File: src/rtl/matrix_op_sequencer_if.sv
`default_nettype none
// ============================================================================
//  Module   : matrix_op_sequencer_if
//  Purpose  : Command/response handshake, datapath start/done and the
//             dimension configuration bus of the matrix-op sequencer.
//  Revision : 1.0 - initial release
// ============================================================================
interface matrix_op_sequencer_if #(
    parameter int DIM_W  = 11,
    parameter int SIZE_W = 19,
    parameter int CNT_W  = 24
);
    logic                i_cmd_valid;
    logic                o_cmd_ready;
    logic [1:0]          i_cmd_mode;
    logic [2:0]          i_cmd_sec_lev;
    logic                o_rsp_valid;
    logic                i_rsp_ready;
    logic [1:0]          o_rsp_err;
    logic [CNT_W-1:0]    o_rsp_cycles;
    logic                o_start;
    logic                i_done;
    logic                o_abort;
    logic                o_busy;
    logic [1:0]          o_mode;
    logic [2:0]          o_sec_lev;
    logic [DIM_W:0]      o_a_rows;
    logic [DIM_W:0]      o_b_rows;
    logic [DIM_W-1:0]    o_a_rows_div_t;
    logic [DIM_W-1:0]    o_a_cols_div_t;
    logic [DIM_W-1:0]    o_b_rows_div_t;
    logic [DIM_W-1:0]    o_b_cols_div_t;
    logic [SIZE_W:0]     o_a_size_div_word_size;
    logic [SIZE_W:0]     o_b_size_div_word_size;
    logic [SIZE_W:0]     o_e_size_div_word_size;

    // Command issuer / datapath side
    modport master (
        output i_cmd_valid, i_cmd_mode, i_cmd_sec_lev, i_rsp_ready, i_done,
        input  o_cmd_ready, o_rsp_valid, o_rsp_err, o_rsp_cycles, o_start,
               o_abort, o_busy, o_mode, o_sec_lev, o_a_rows, o_b_rows,
               o_a_rows_div_t, o_a_cols_div_t, o_b_rows_div_t, o_b_cols_div_t,
               o_a_size_div_word_size, o_b_size_div_word_size,
               o_e_size_div_word_size
    );

    // Sequencer side
    modport slave (
        input  i_cmd_valid, i_cmd_mode, i_cmd_sec_lev, i_rsp_ready, i_done,
        output o_cmd_ready, o_rsp_valid, o_rsp_err, o_rsp_cycles, o_start,
               o_abort, o_busy, o_mode, o_sec_lev, o_a_rows, o_b_rows,
               o_a_rows_div_t, o_a_cols_div_t, o_b_rows_div_t, o_b_cols_div_t,
               o_a_size_div_word_size, o_b_size_div_word_size,
               o_e_size_div_word_size
    );
endinterface
`default_nettype wire

File: src/rtl/matrix_op_sequencer.sv
`default_nettype none
// ============================================================================
//  Module   : matrix_op_sequencer
//  Purpose  : Accepts one matrix-operation command, decodes the dimension
//             configuration for matrix_arithmetic, pulses start, waits for
//             done and returns a status response with the measured latency.
//  Options  : MATSEQ_TIMEOUT_EN - abort BUSY when the cycle counter saturates.
//  Revision : 1.0 - initial release
// ============================================================================
module matrix_op_sequencer #(
    parameter int T      = 8,
    parameter int NBAR   = 8,
    parameter int DIM_W  = 11,
    parameter int SIZE_W = 19,
    parameter int CNT_W  = 24
) (
    input  logic                  i_clk,
    input  logic                  i_rst,
    matrix_op_sequencer_if.slave  bus
);
    typedef enum logic [2:0] {
        S_IDLE  = 3'd0,
        S_LOAD  = 3'd1,
        S_START = 3'd2,
        S_BUSY  = 3'd3,
        S_RESP  = 3'd4
    } state_t;

    // Per-level constants; every division is folded at elaboration time
    localparam logic [DIM_W:0]    c_n_l1   = (DIM_W+1)'(640);
    localparam logic [DIM_W:0]    c_n_l3   = (DIM_W+1)'(976);
    localparam logic [DIM_W:0]    c_n_l5   = (DIM_W+1)'(1344);
    localparam logic [DIM_W:0]    c_nbar   = (DIM_W+1)'(NBAR);
    localparam logic [DIM_W-1:0]  c_ndt_l1 = (DIM_W)'(640 / T);
    localparam logic [DIM_W-1:0]  c_ndt_l3 = (DIM_W)'(976 / T);
    localparam logic [DIM_W-1:0]  c_ndt_l5 = (DIM_W)'(1344 / T);
    localparam logic [DIM_W-1:0]  c_one_dt = (DIM_W)'(1);
    localparam logic [SIZE_W:0]   c_nn_l1  = (SIZE_W+1)'(640 * 640 / T);
    localparam logic [SIZE_W:0]   c_nn_l3  = (SIZE_W+1)'(976 * 976 / T);
    localparam logic [SIZE_W:0]   c_nn_l5  = (SIZE_W+1)'(1344 * 1344 / T);
    localparam logic [SIZE_W:0]   c_nb_l1  = (SIZE_W+1)'(NBAR * 640 / T);
    localparam logic [SIZE_W:0]   c_nb_l3  = (SIZE_W+1)'(NBAR * 976 / T);
    localparam logic [SIZE_W:0]   c_nb_l5  = (SIZE_W+1)'(NBAR * 1344 / T);
    localparam logic [SIZE_W:0]   c_bb     = (SIZE_W+1)'(NBAR * NBAR / 8);
    localparam logic [CNT_W-1:0]  c_cnt_one = (CNT_W)'(1);
    localparam logic [CNT_W-1:0]  c_cnt_max = '1;

    state_t             r_state;
    state_t             w_state_nxt;
    logic               r_out_en;
    logic [1:0]         r_cmd_mode;
    logic [2:0]         r_cmd_lev;
    logic [CNT_W-1:0]   r_cnt;
    logic [1:0]         r_rsp_err;
    logic [CNT_W-1:0]   r_rsp_cycles;
    logic [1:0]         r_mode;
    logic [2:0]         r_sec_lev;
    logic [DIM_W:0]     r_a_rows, r_b_rows;
    logic [DIM_W-1:0]   r_ardt, r_acdt, r_brdt, r_bcdt;
    logic [SIZE_W:0]    r_as, r_bs, r_es;

    logic               w_cmd_ready, w_accept, w_cmd_ok, w_abort, w_cnt_sat;
    logic [DIM_W:0]     w_n, w_a_rows, w_b_rows;
    logic [DIM_W-1:0]   w_ndt, w_ardt, w_acdt, w_brdt, w_bcdt;
    logic [SIZE_W:0]    w_nn, w_nb, w_as, w_bs, w_es;

    // r_out_en keeps cmd_ready low for the cycle right after a reset edge
    assign w_cmd_ready = (r_state == S_IDLE) && r_out_en;
    assign w_accept    = bus.i_cmd_valid && w_cmd_ready;
    assign w_cmd_ok    = (bus.i_cmd_mode != 2'd3) &&
                         ((bus.i_cmd_sec_lev == 3'd1) ||
                          (bus.i_cmd_sec_lev == 3'd3) ||
                          (bus.i_cmd_sec_lev == 3'd5));
    assign w_cnt_sat   = (r_cnt == c_cnt_max);

    // Level lookup: N and its derived quotients (only legal levels reach LOAD)
    always_comb begin
        w_n   = c_n_l5;
        w_ndt = c_ndt_l5;
        w_nn  = c_nn_l5;
        w_nb  = c_nb_l5;
        case (r_cmd_lev)
            3'd1: begin w_n = c_n_l1; w_ndt = c_ndt_l1; w_nn = c_nn_l1; w_nb = c_nb_l1; end
            3'd3: begin w_n = c_n_l3; w_ndt = c_ndt_l3; w_nn = c_nn_l3; w_nb = c_nb_l3; end
            default: ;
        endcase
    end

    // Mode decode on top of the level lookup; defaults are the mode-1 shape
    always_comb begin
        w_a_rows = w_n;
        w_b_rows = c_nbar;
        w_ardt   = w_ndt;
        w_acdt   = w_ndt;
        w_brdt   = c_one_dt;
        w_bcdt   = w_ndt;
        w_as     = w_nn;
        w_bs     = w_nb;
        w_es     = w_nb;
        case (r_cmd_mode)
            2'd0: begin w_b_rows = w_n; w_brdt = w_ndt; w_bcdt = c_one_dt; end
            2'd2: begin w_acdt = c_one_dt; w_as = w_nb; w_es = c_bb; end
            default: ;
        endcase
    end

    // State register
    always_ff @(posedge i_clk) begin
        if (i_rst) r_state <= S_IDLE;
        else       r_state <= w_state_nxt;
    end

    // Next-state logic and the timeout abort strobe
    always_comb begin
        w_state_nxt = r_state;
        w_abort     = 1'b0;
        case (r_state)
            S_IDLE:  if (w_accept) w_state_nxt = w_cmd_ok ? S_LOAD : S_RESP;
            S_LOAD:  w_state_nxt = S_START;
            S_START: w_state_nxt = S_BUSY;
            S_BUSY: begin
                if (bus.i_done) begin
                    w_state_nxt = S_RESP;
                end
`ifdef MATSEQ_TIMEOUT_EN
                else if (w_cnt_sat) begin
                    w_state_nxt = S_RESP;
                    w_abort     = 1'b1;
                end
`endif
            end
            S_RESP:  if (bus.i_rsp_ready) w_state_nxt = S_IDLE;
            default: w_state_nxt = S_IDLE;
        endcase
    end

    // Command latch, configuration registers, latency counter and response
    always_ff @(posedge i_clk) begin
        if (i_rst) begin
            r_out_en     <= 1'b0;
            r_cmd_mode   <= '0;
            r_cmd_lev    <= '0;
            r_cnt        <= '0;
            r_rsp_err    <= '0;
            r_rsp_cycles <= '0;
            r_mode       <= '0;
            r_sec_lev    <= '0;
            r_a_rows     <= '0;
            r_b_rows     <= '0;
            r_ardt       <= '0;
            r_acdt       <= '0;
            r_brdt       <= '0;
            r_bcdt       <= '0;
            r_as         <= '0;
            r_bs         <= '0;
            r_es         <= '0;
        end else begin
            r_out_en <= 1'b1;
            case (r_state)
                S_IDLE: begin
                    if (w_accept) begin
                        r_cmd_mode <= bus.i_cmd_mode;
                        r_cmd_lev  <= bus.i_cmd_sec_lev;
                        if (!w_cmd_ok) r_rsp_err <= 2'd1;
                    end
                end
                S_LOAD: begin
                    r_mode    <= r_cmd_mode;
                    r_sec_lev <= r_cmd_lev;
                    r_a_rows  <= w_a_rows;
                    r_b_rows  <= w_b_rows;
                    r_ardt    <= w_ardt;
                    r_acdt    <= w_acdt;
                    r_brdt    <= w_brdt;
                    r_bcdt    <= w_bcdt;
                    r_as      <= w_as;
                    r_bs      <= w_bs;
                    r_es      <= w_es;
                end
                S_START: r_cnt <= '0;
                S_BUSY: begin
                    if (!w_cnt_sat) r_cnt <= r_cnt + c_cnt_one;
                    if (bus.i_done) begin
                        // Latency includes the done cycle; saturates with the counter
                        r_rsp_cycles <= w_cnt_sat ? r_cnt : (r_cnt + c_cnt_one);
                        r_rsp_err    <= 2'd0;
                    end else if (w_abort) begin
                        r_rsp_cycles <= c_cnt_max;
                        r_rsp_err    <= 2'd2;
                    end
                end
                default: ;
            endcase
        end
    end

    assign bus.o_cmd_ready            = w_cmd_ready;
    assign bus.o_rsp_valid            = (r_state == S_RESP);
    assign bus.o_rsp_err              = r_rsp_err;
    assign bus.o_rsp_cycles           = r_rsp_cycles;
    assign bus.o_start                = (r_state == S_START);
    assign bus.o_abort                = w_abort;
    assign bus.o_busy                 = (r_state == S_LOAD) || (r_state == S_START) ||
                                        (r_state == S_BUSY);
    assign bus.o_mode                 = r_mode;
    assign bus.o_sec_lev              = r_sec_lev;
    assign bus.o_a_rows               = r_a_rows;
    assign bus.o_b_rows               = r_b_rows;
    assign bus.o_a_rows_div_t         = r_ardt;
    assign bus.o_a_cols_div_t         = r_acdt;
    assign bus.o_b_rows_div_t         = r_brdt;
    assign bus.o_b_cols_div_t         = r_bcdt;
    assign bus.o_a_size_div_word_size = r_as;
    assign bus.o_b_size_div_word_size = r_bs;
    assign bus.o_e_size_div_word_size = r_es;
endmodule
`default_nettype wire

File: src/flat_wrapper.sv
// flat-port wrapper written by rule: the top's interface ports become plain ports
module matrix_op_sequencer_flat 
#(
    parameter int T      = 8,
    parameter int NBAR   = 8,
    parameter int DIM_W  = 11,
    parameter int SIZE_W = 19,
    parameter int CNT_W  = 24
)
  (i_clk, i_rst, bus_i_cmd_valid, bus_i_cmd_mode, bus_i_cmd_sec_lev, bus_i_rsp_ready, bus_i_done, bus_o_cmd_ready, bus_o_rsp_valid, bus_o_rsp_err, bus_o_rsp_cycles, bus_o_start, bus_o_abort, bus_o_busy, bus_o_mode, bus_o_sec_lev, bus_o_a_rows, bus_o_b_rows, bus_o_a_rows_div_t, bus_o_a_cols_div_t, bus_o_b_rows_div_t, bus_o_b_cols_div_t, bus_o_a_size_div_word_size, bus_o_b_size_div_word_size, bus_o_e_size_div_word_size);
  matrix_op_sequencer_if #(.DIM_W(DIM_W), .SIZE_W(SIZE_W), .CNT_W(CNT_W)) bus_i ();
  input  logic i_clk;
  input  logic i_rst;
  input wire logic [$bits(bus_i.i_cmd_valid)-1:0] bus_i_cmd_valid;
  input wire logic [$bits(bus_i.i_cmd_mode)-1:0] bus_i_cmd_mode;
  input wire logic [$bits(bus_i.i_cmd_sec_lev)-1:0] bus_i_cmd_sec_lev;
  input wire logic [$bits(bus_i.i_rsp_ready)-1:0] bus_i_rsp_ready;
  input wire logic [$bits(bus_i.i_done)-1:0] bus_i_done;
  output wire logic [$bits(bus_i.o_cmd_ready)-1:0] bus_o_cmd_ready;
  output wire logic [$bits(bus_i.o_rsp_valid)-1:0] bus_o_rsp_valid;
  output wire logic [$bits(bus_i.o_rsp_err)-1:0] bus_o_rsp_err;
  output wire logic [$bits(bus_i.o_rsp_cycles)-1:0] bus_o_rsp_cycles;
  output wire logic [$bits(bus_i.o_start)-1:0] bus_o_start;
  output wire logic [$bits(bus_i.o_abort)-1:0] bus_o_abort;
  output wire logic [$bits(bus_i.o_busy)-1:0] bus_o_busy;
  output wire logic [$bits(bus_i.o_mode)-1:0] bus_o_mode;
  output wire logic [$bits(bus_i.o_sec_lev)-1:0] bus_o_sec_lev;
  output wire logic [$bits(bus_i.o_a_rows)-1:0] bus_o_a_rows;
  output wire logic [$bits(bus_i.o_b_rows)-1:0] bus_o_b_rows;
  output wire logic [$bits(bus_i.o_a_rows_div_t)-1:0] bus_o_a_rows_div_t;
  output wire logic [$bits(bus_i.o_a_cols_div_t)-1:0] bus_o_a_cols_div_t;
  output wire logic [$bits(bus_i.o_b_rows_div_t)-1:0] bus_o_b_rows_div_t;
  output wire logic [$bits(bus_i.o_b_cols_div_t)-1:0] bus_o_b_cols_div_t;
  output wire logic [$bits(bus_i.o_a_size_div_word_size)-1:0] bus_o_a_size_div_word_size;
  output wire logic [$bits(bus_i.o_b_size_div_word_size)-1:0] bus_o_b_size_div_word_size;
  output wire logic [$bits(bus_i.o_e_size_div_word_size)-1:0] bus_o_e_size_div_word_size;
  assign bus_i.i_cmd_valid = bus_i_cmd_valid;
  assign bus_i.i_cmd_mode = bus_i_cmd_mode;
  assign bus_i.i_cmd_sec_lev = bus_i_cmd_sec_lev;
  assign bus_i.i_rsp_ready = bus_i_rsp_ready;
  assign bus_i.i_done = bus_i_done;
  assign bus_o_cmd_ready = bus_i.o_cmd_ready;
  assign bus_o_rsp_valid = bus_i.o_rsp_valid;
  assign bus_o_rsp_err = bus_i.o_rsp_err;
  assign bus_o_rsp_cycles = bus_i.o_rsp_cycles;
  assign bus_o_start = bus_i.o_start;
  assign bus_o_abort = bus_i.o_abort;
  assign bus_o_busy = bus_i.o_busy;
  assign bus_o_mode = bus_i.o_mode;
  assign bus_o_sec_lev = bus_i.o_sec_lev;
  assign bus_o_a_rows = bus_i.o_a_rows;
  assign bus_o_b_rows = bus_i.o_b_rows;
  assign bus_o_a_rows_div_t = bus_i.o_a_rows_div_t;
  assign bus_o_a_cols_div_t = bus_i.o_a_cols_div_t;
  assign bus_o_b_rows_div_t = bus_i.o_b_rows_div_t;
  assign bus_o_b_cols_div_t = bus_i.o_b_cols_div_t;
  assign bus_o_a_size_div_word_size = bus_i.o_a_size_div_word_size;
  assign bus_o_b_size_div_word_size = bus_i.o_b_size_div_word_size;
  assign bus_o_e_size_div_word_size = bus_i.o_e_size_div_word_size;
  matrix_op_sequencer #(.T(T), .NBAR(NBAR), .DIM_W(DIM_W), .SIZE_W(SIZE_W), .CNT_W(CNT_W)) u_core (.i_clk(i_clk), .i_rst(i_rst), .bus(bus_i));
endmodule
File: config.mk
export PLATFORM = sky130hd
export DESIGN_NAME = matrix_op_sequencer_flat
export DESIGN_NICKNAME = d
export VERILOG_FILES = /design/src/rtl/matrix_op_sequencer_if.sv /design/src/rtl/matrix_op_sequencer.sv /design/src/flat_wrapper.sv
export SDC_FILE = /design/constraint.sdc
export NUM_CORES = 1
export LEC_CHECK = 0
export BUFFER_PORTS_ARGS = -buffer_cell sky130_fd_sc_hd__clkbuf_2
export CAP_MARGIN = 20
export CORE_UTILIZATION = 48
export DETAILED_ROUTE_END_ITERATION = 12
export GPL_TIMING_DRIVEN = 0
export HOLD_SLACK_MARGIN = 0.15
export PLACE_DENSITY = 0.85
export SETUP_SLACK_MARGIN = 0.1
export SKIP_LAST_GASP = 1
export SLEW_MARGIN = 30
export SYNTH_ARGS = -nofsm -noshare
export SYNTH_HDL_FRONTEND = slang
export SYNTH_SLANG_ARGS = --single-unit
export TNS_END_PERCENT = 10
File: constraint.sdc
create_clock -name i_clk -period 2.8 [get_ports i_clk]
set_clock_uncertainty 0.05 [all_clocks]
set_input_delay 0.14 -clock i_clk [delete_from_list [all_inputs] [get_ports i_clk]]
set_output_delay 0.14 -clock i_clk [all_outputs]
set_load 0.02 [all_outputs]
==> summary.txt <==
Timing
  • Hold Violations, Final: 0
  • Slew Limit Headroom: 55.7%
  • Highest attainable clock frequency: 396 MHz
  • Setup slack of the critical path after layout: 0.275 ns
  • Unrepaired setup endpoints after global routing: true
  • Final number of max-transition violations: 0
  • Count of endpoints failing setup in the final report: 0
  • Hold slack: 0.228 ns
  • Final period util: 90.2%
  • Post-layout min period: 2.52 ns
  • Setup total negative slack: 0 ns
  • Slew @ Worst Pin: 0.661 ns

Routing
  • Post-route ant nets: 0
  • WL/cell: 13.2 um
  • Via count: 4698
  • Post-detailed-route DRC marker count: 0
  • Vias/cell: 4.99
  • Total routed wirelength: 12400 um
  • TritonRoute pass-1 iters: 5
  • Iteration-0 DRC count of the detailed router: 326

Global route
  • Number of antenna violations at the first check in global routing: 0
  • First-pass GRT wire length: 19400 um
  • Pin count of the biggest net entering global routing: 17
  • Total grt overflow: 0
  • Via count of the first global-routing pass: 4064
  • Total track usage: 23.7%

Floorplan
  • Height of the die: 102 um
  • Die width: 102 um
  • Number of primary I/O pins: 174
  • Core ar.: 9770 um2
  • Effective utilization at floorplan: 49.5%
  • Row count: 36
  • Die outline area: 10500 um2

CTS
  • H-Tree Level Count: 3
  • Clock sink total: 90
  • Largest buffer count on any clock path: 2
  • Number of CTS-inserted buffers: 9
  • Number of setup buffers added after CTS: 0
  • Clock insertion delay at the later pin of the skew report: 0.37 ns
  • Clk pin slew, worst setup/hold paths: 0.09 ns
  • CTS tree: yes
  • Master cell of the clock root buffer: sky130_fd_sc_hd__clkbuf_8

Placement
  • Number of placed cells counting well taps: 919
  • Routability Congestion: 0.938
  • Worst setup slack before clock tree synthesis: 0.0987 ns
  • Count of input and output buffers: 109
  • DP HPWL: 9170 um

Critical path
  • Number of cells on the worst reg-to-reg path: 7
  • Minimum setup slack among reg-to-reg paths: 0.28 ns
  • Endpoint of the worst register-to-register path: u_core.bus.o_rsp_cycles[12]
  • Endpoint kind of the worst setup timing path: flip-flop
  • Capturing instance or port of the critical path: u_core.bus.o_rsp_cycles[12]
  • Critical Path Source: u_core.r_state[1]
  • Data required time of the worst path: 3.04 ns
  • Worst setup path class: reg -> reg
  • Source of the worst register-to-register timing path: u_core.r_state[1]
  • Crit path arrival time: 2.77 ns
  • Crit path max fanout: 10
  • Startpoint class of the critical path: flip-flop

Pwr
  • Leakage dissipation: 2.69 nW
  • Worst ir drop on vdd: 0.000313 V
  • Areal power density over the cells: 410 nW/um2

Status
  • Run status: complete, no violations

Worst hold path
  • Hold Crit Class: in -> reg

Synth
  • Asr flop ratio synth: 0%
  • Sequential share of the synthesized area: 37.2%
  • Gate count after technology mapping: 615
  • Count of unique library cells instantiated by Yosys: 56
  • Synth Warn #: 0
  • Most used DFF post-synth: sky130_fd_sc_hd__dfxtp_1
  • FF+latch count, synth: 90
  • Number of enable-type register cells in the synthesized netlist: 0
  • Post-Synthesis Mean Instance Area: 7.87 um2
  • Syn Std Cell Area: 4840 um2

Final layout
  • Fraction of layout instances using a drive strength above 1: 30.3%
  • Number of antenna cells inserted: 0
  • Final Non-Filler Cells: 941
  • Number of fill cells: 899
  • Utilization of the core after routing: 61.8%
  • Area growth syn-to-layout: 24.7%
  • Total number of nets in the final design: 819

Run
  • Max-cap violations: 0
[power by group]
part           switching (mW)  total, mW  internal (mW)  leakage [nW]
Clock                   0.494      0.823          0.330        0.0803
Combinational           0.217      0.343          0.126          1.88
Sequential             0.0132       1.31           1.29         0.726
Total                   0.724       2.47           1.75          2.69
[logic make-up after synthesis]
group | synth area share [%]
AND/OR/NAND/NOR | 19.6
buffers and inverters | 20.4
AO/OA/AOI/OAI | 18.0
flip-flops | 37.2
XOR/XNOR | 3.26
adder cells (fa/ha/maj) | 1.29
other | 0.0775
multiplexers | 0.207
[worst min path at each step]
stage / start / to / slack, ns / depth (start not counted)
final: i_rst / u_core.r_state[0] / 0.23 / 2
after global routing: i_rst / u_core.r_state[0] / 0.24 / 2
after CTS: i_rst / u_core.r_state[0] / 0.21 / 2
after detailed placement: bus_i_done / u_core.r_state[1] / 0.34 / 2
after global placement: bus_i_done / u_core.r_state[1] / 0.34 / 2
after floorplan: bus_i_done / u_core.r_state[1] / 0.20 / 1
[placed cells by master (no fill, tap or decap), types with 8 or more instances in the layout]
master                     instances
sky130_fd_sc_hd__nand3_1          25
sky130_fd_sc_hd__nor3_1           10
sky130_fd_sc_hd__o21ai_0          39
sky130_fd_sc_hd__nand4_1           8
sky130_fd_sc_hd__xnor2_1          11
sky130_fd_sc_hd__or3_1            12
sky130_fd_sc_hd__buf_4           104
sky130_fd_sc_hd__inv_1            11
sky130_fd_sc_hd__clkbuf_1         31
sky130_fd_sc_hd__nor2_1           32
sky130_fd_sc_hd__a21oi_1          65
sky130_fd_sc_hd__clkbuf_2        112
sky130_fd_sc_hd__nand2_1          73
sky130_fd_sc_hd__clkbuf_8          9
sky130_fd_sc_hd__a31oi_1          17
sky130_fd_sc_hd__conb_1           63
sky130_fd_sc_hd__dfxtp_1          90
[metal layers]
layer | wire, um | vias up | track usage [%]
met5 | 0 | - | 0
met3 | 868 | 21 | 4.24
li1 | - | 2333 | -
met1 | 5260 | 2129 | 28.9
met2 | 6070 | 215 | 41.0
met4 | 213 | 0 | 9.89
[synth_stat cells (all sizes together), types with 2 or more instances]
master,instances,area (um2)
o31ai,4,30.0
nor3,12,65.1
o21ai,39,195
nor2,32,120
xnor2,11,96.3
a22oi,7,52.6
a31oi,17,106
or2,2,12.5
and2,3,18.8
nor4b,2,23.8
nand3,25,125
a211oi,3,22.5
and3,4,25.0
nor2b,3,18.8
nor4,4,25.0
ha,5,62.6
o211ai,2,15.0
or3,13,86.3
xor2,7,61.3
nand2b,3,18.8
clkbuf,34,130
nand3b,4,30.0
buf,110,815
or4,3,26.3
dfxtp,90,1800
nand2,73,274
inv,11,41.3
nand4,9,62.6
a21oi,65,325
[cell type report]
class	count	area (um2)	area share [%]
inverter	11	41.3	0.684
tap	133	166	2.76
buffer	144	946	15.7
multi-input combinational	432	2290	37.9
sequential	90	1800	29.9
clock buffer	9	124	2.05
clock inverter	6	51.3	0.850
timing repair buffer	116	616	10.2
[state kept, by name (all words and copies together) (netlist names)]
name,count
u_core.bus.o_rsp_cycles,24
u_core.r_cnt,24
u_core.bus.o_a_size_div_word_size,9
u_core.bus.o_b_cols_div_t,5
u_core.bus.o_b_rows_div_t,5
u_core.bus.o_a_cols_div_t,4
u_core.bus.o_a_rows,4
u_core.bus.o_sec_lev,3
u_core.r_cmd_lev,3
u_core.r_state,3
u_core.bus.o_mode,2
u_core.r_cmd_mode,2
u_core.bus.o_rsp_err,1
u_core.r_out_en,1
[worst max-delay path, cell delays in order (launching register included)]
cell	delay [ns]
sky130_fd_sc_hd__dfxtp_1	0.32
sky130_fd_sc_hd__clkbuf_1	0.29
sky130_fd_sc_hd__nor2b_1	0.42
sky130_fd_sc_hd__and3_1	0.21
sky130_fd_sc_hd__clkbuf_1	0.30
sky130_fd_sc_hd__clkbuf_1	0.44
sky130_fd_sc_hd__o221ai_1	0.26
sky130_fd_sc_hd__a21oi_1	0.16
[timing repair]
action,4_1_cts,5_1_grt
setup endpoints to repair,1,16
endpoints found under the hold margin,9,0
cloned,0,0
gates resized for setup,1,2
hold buffers,7,0
[through the flow]
| stage | power [mW] | area, um2 |
|---|---|---|
| after global placement | 1.66 | 5780 |
| after detailed placement | 1.67 | 5780 |
| after CTS | 2.49 | 6030 |
| after global routing | 2.57 | 6040 |
| after floorplan | 1.60 | 5070 |
| final | 2.47 | 6040 |
No activity file was read; power rests on OpenSTA's default activity.
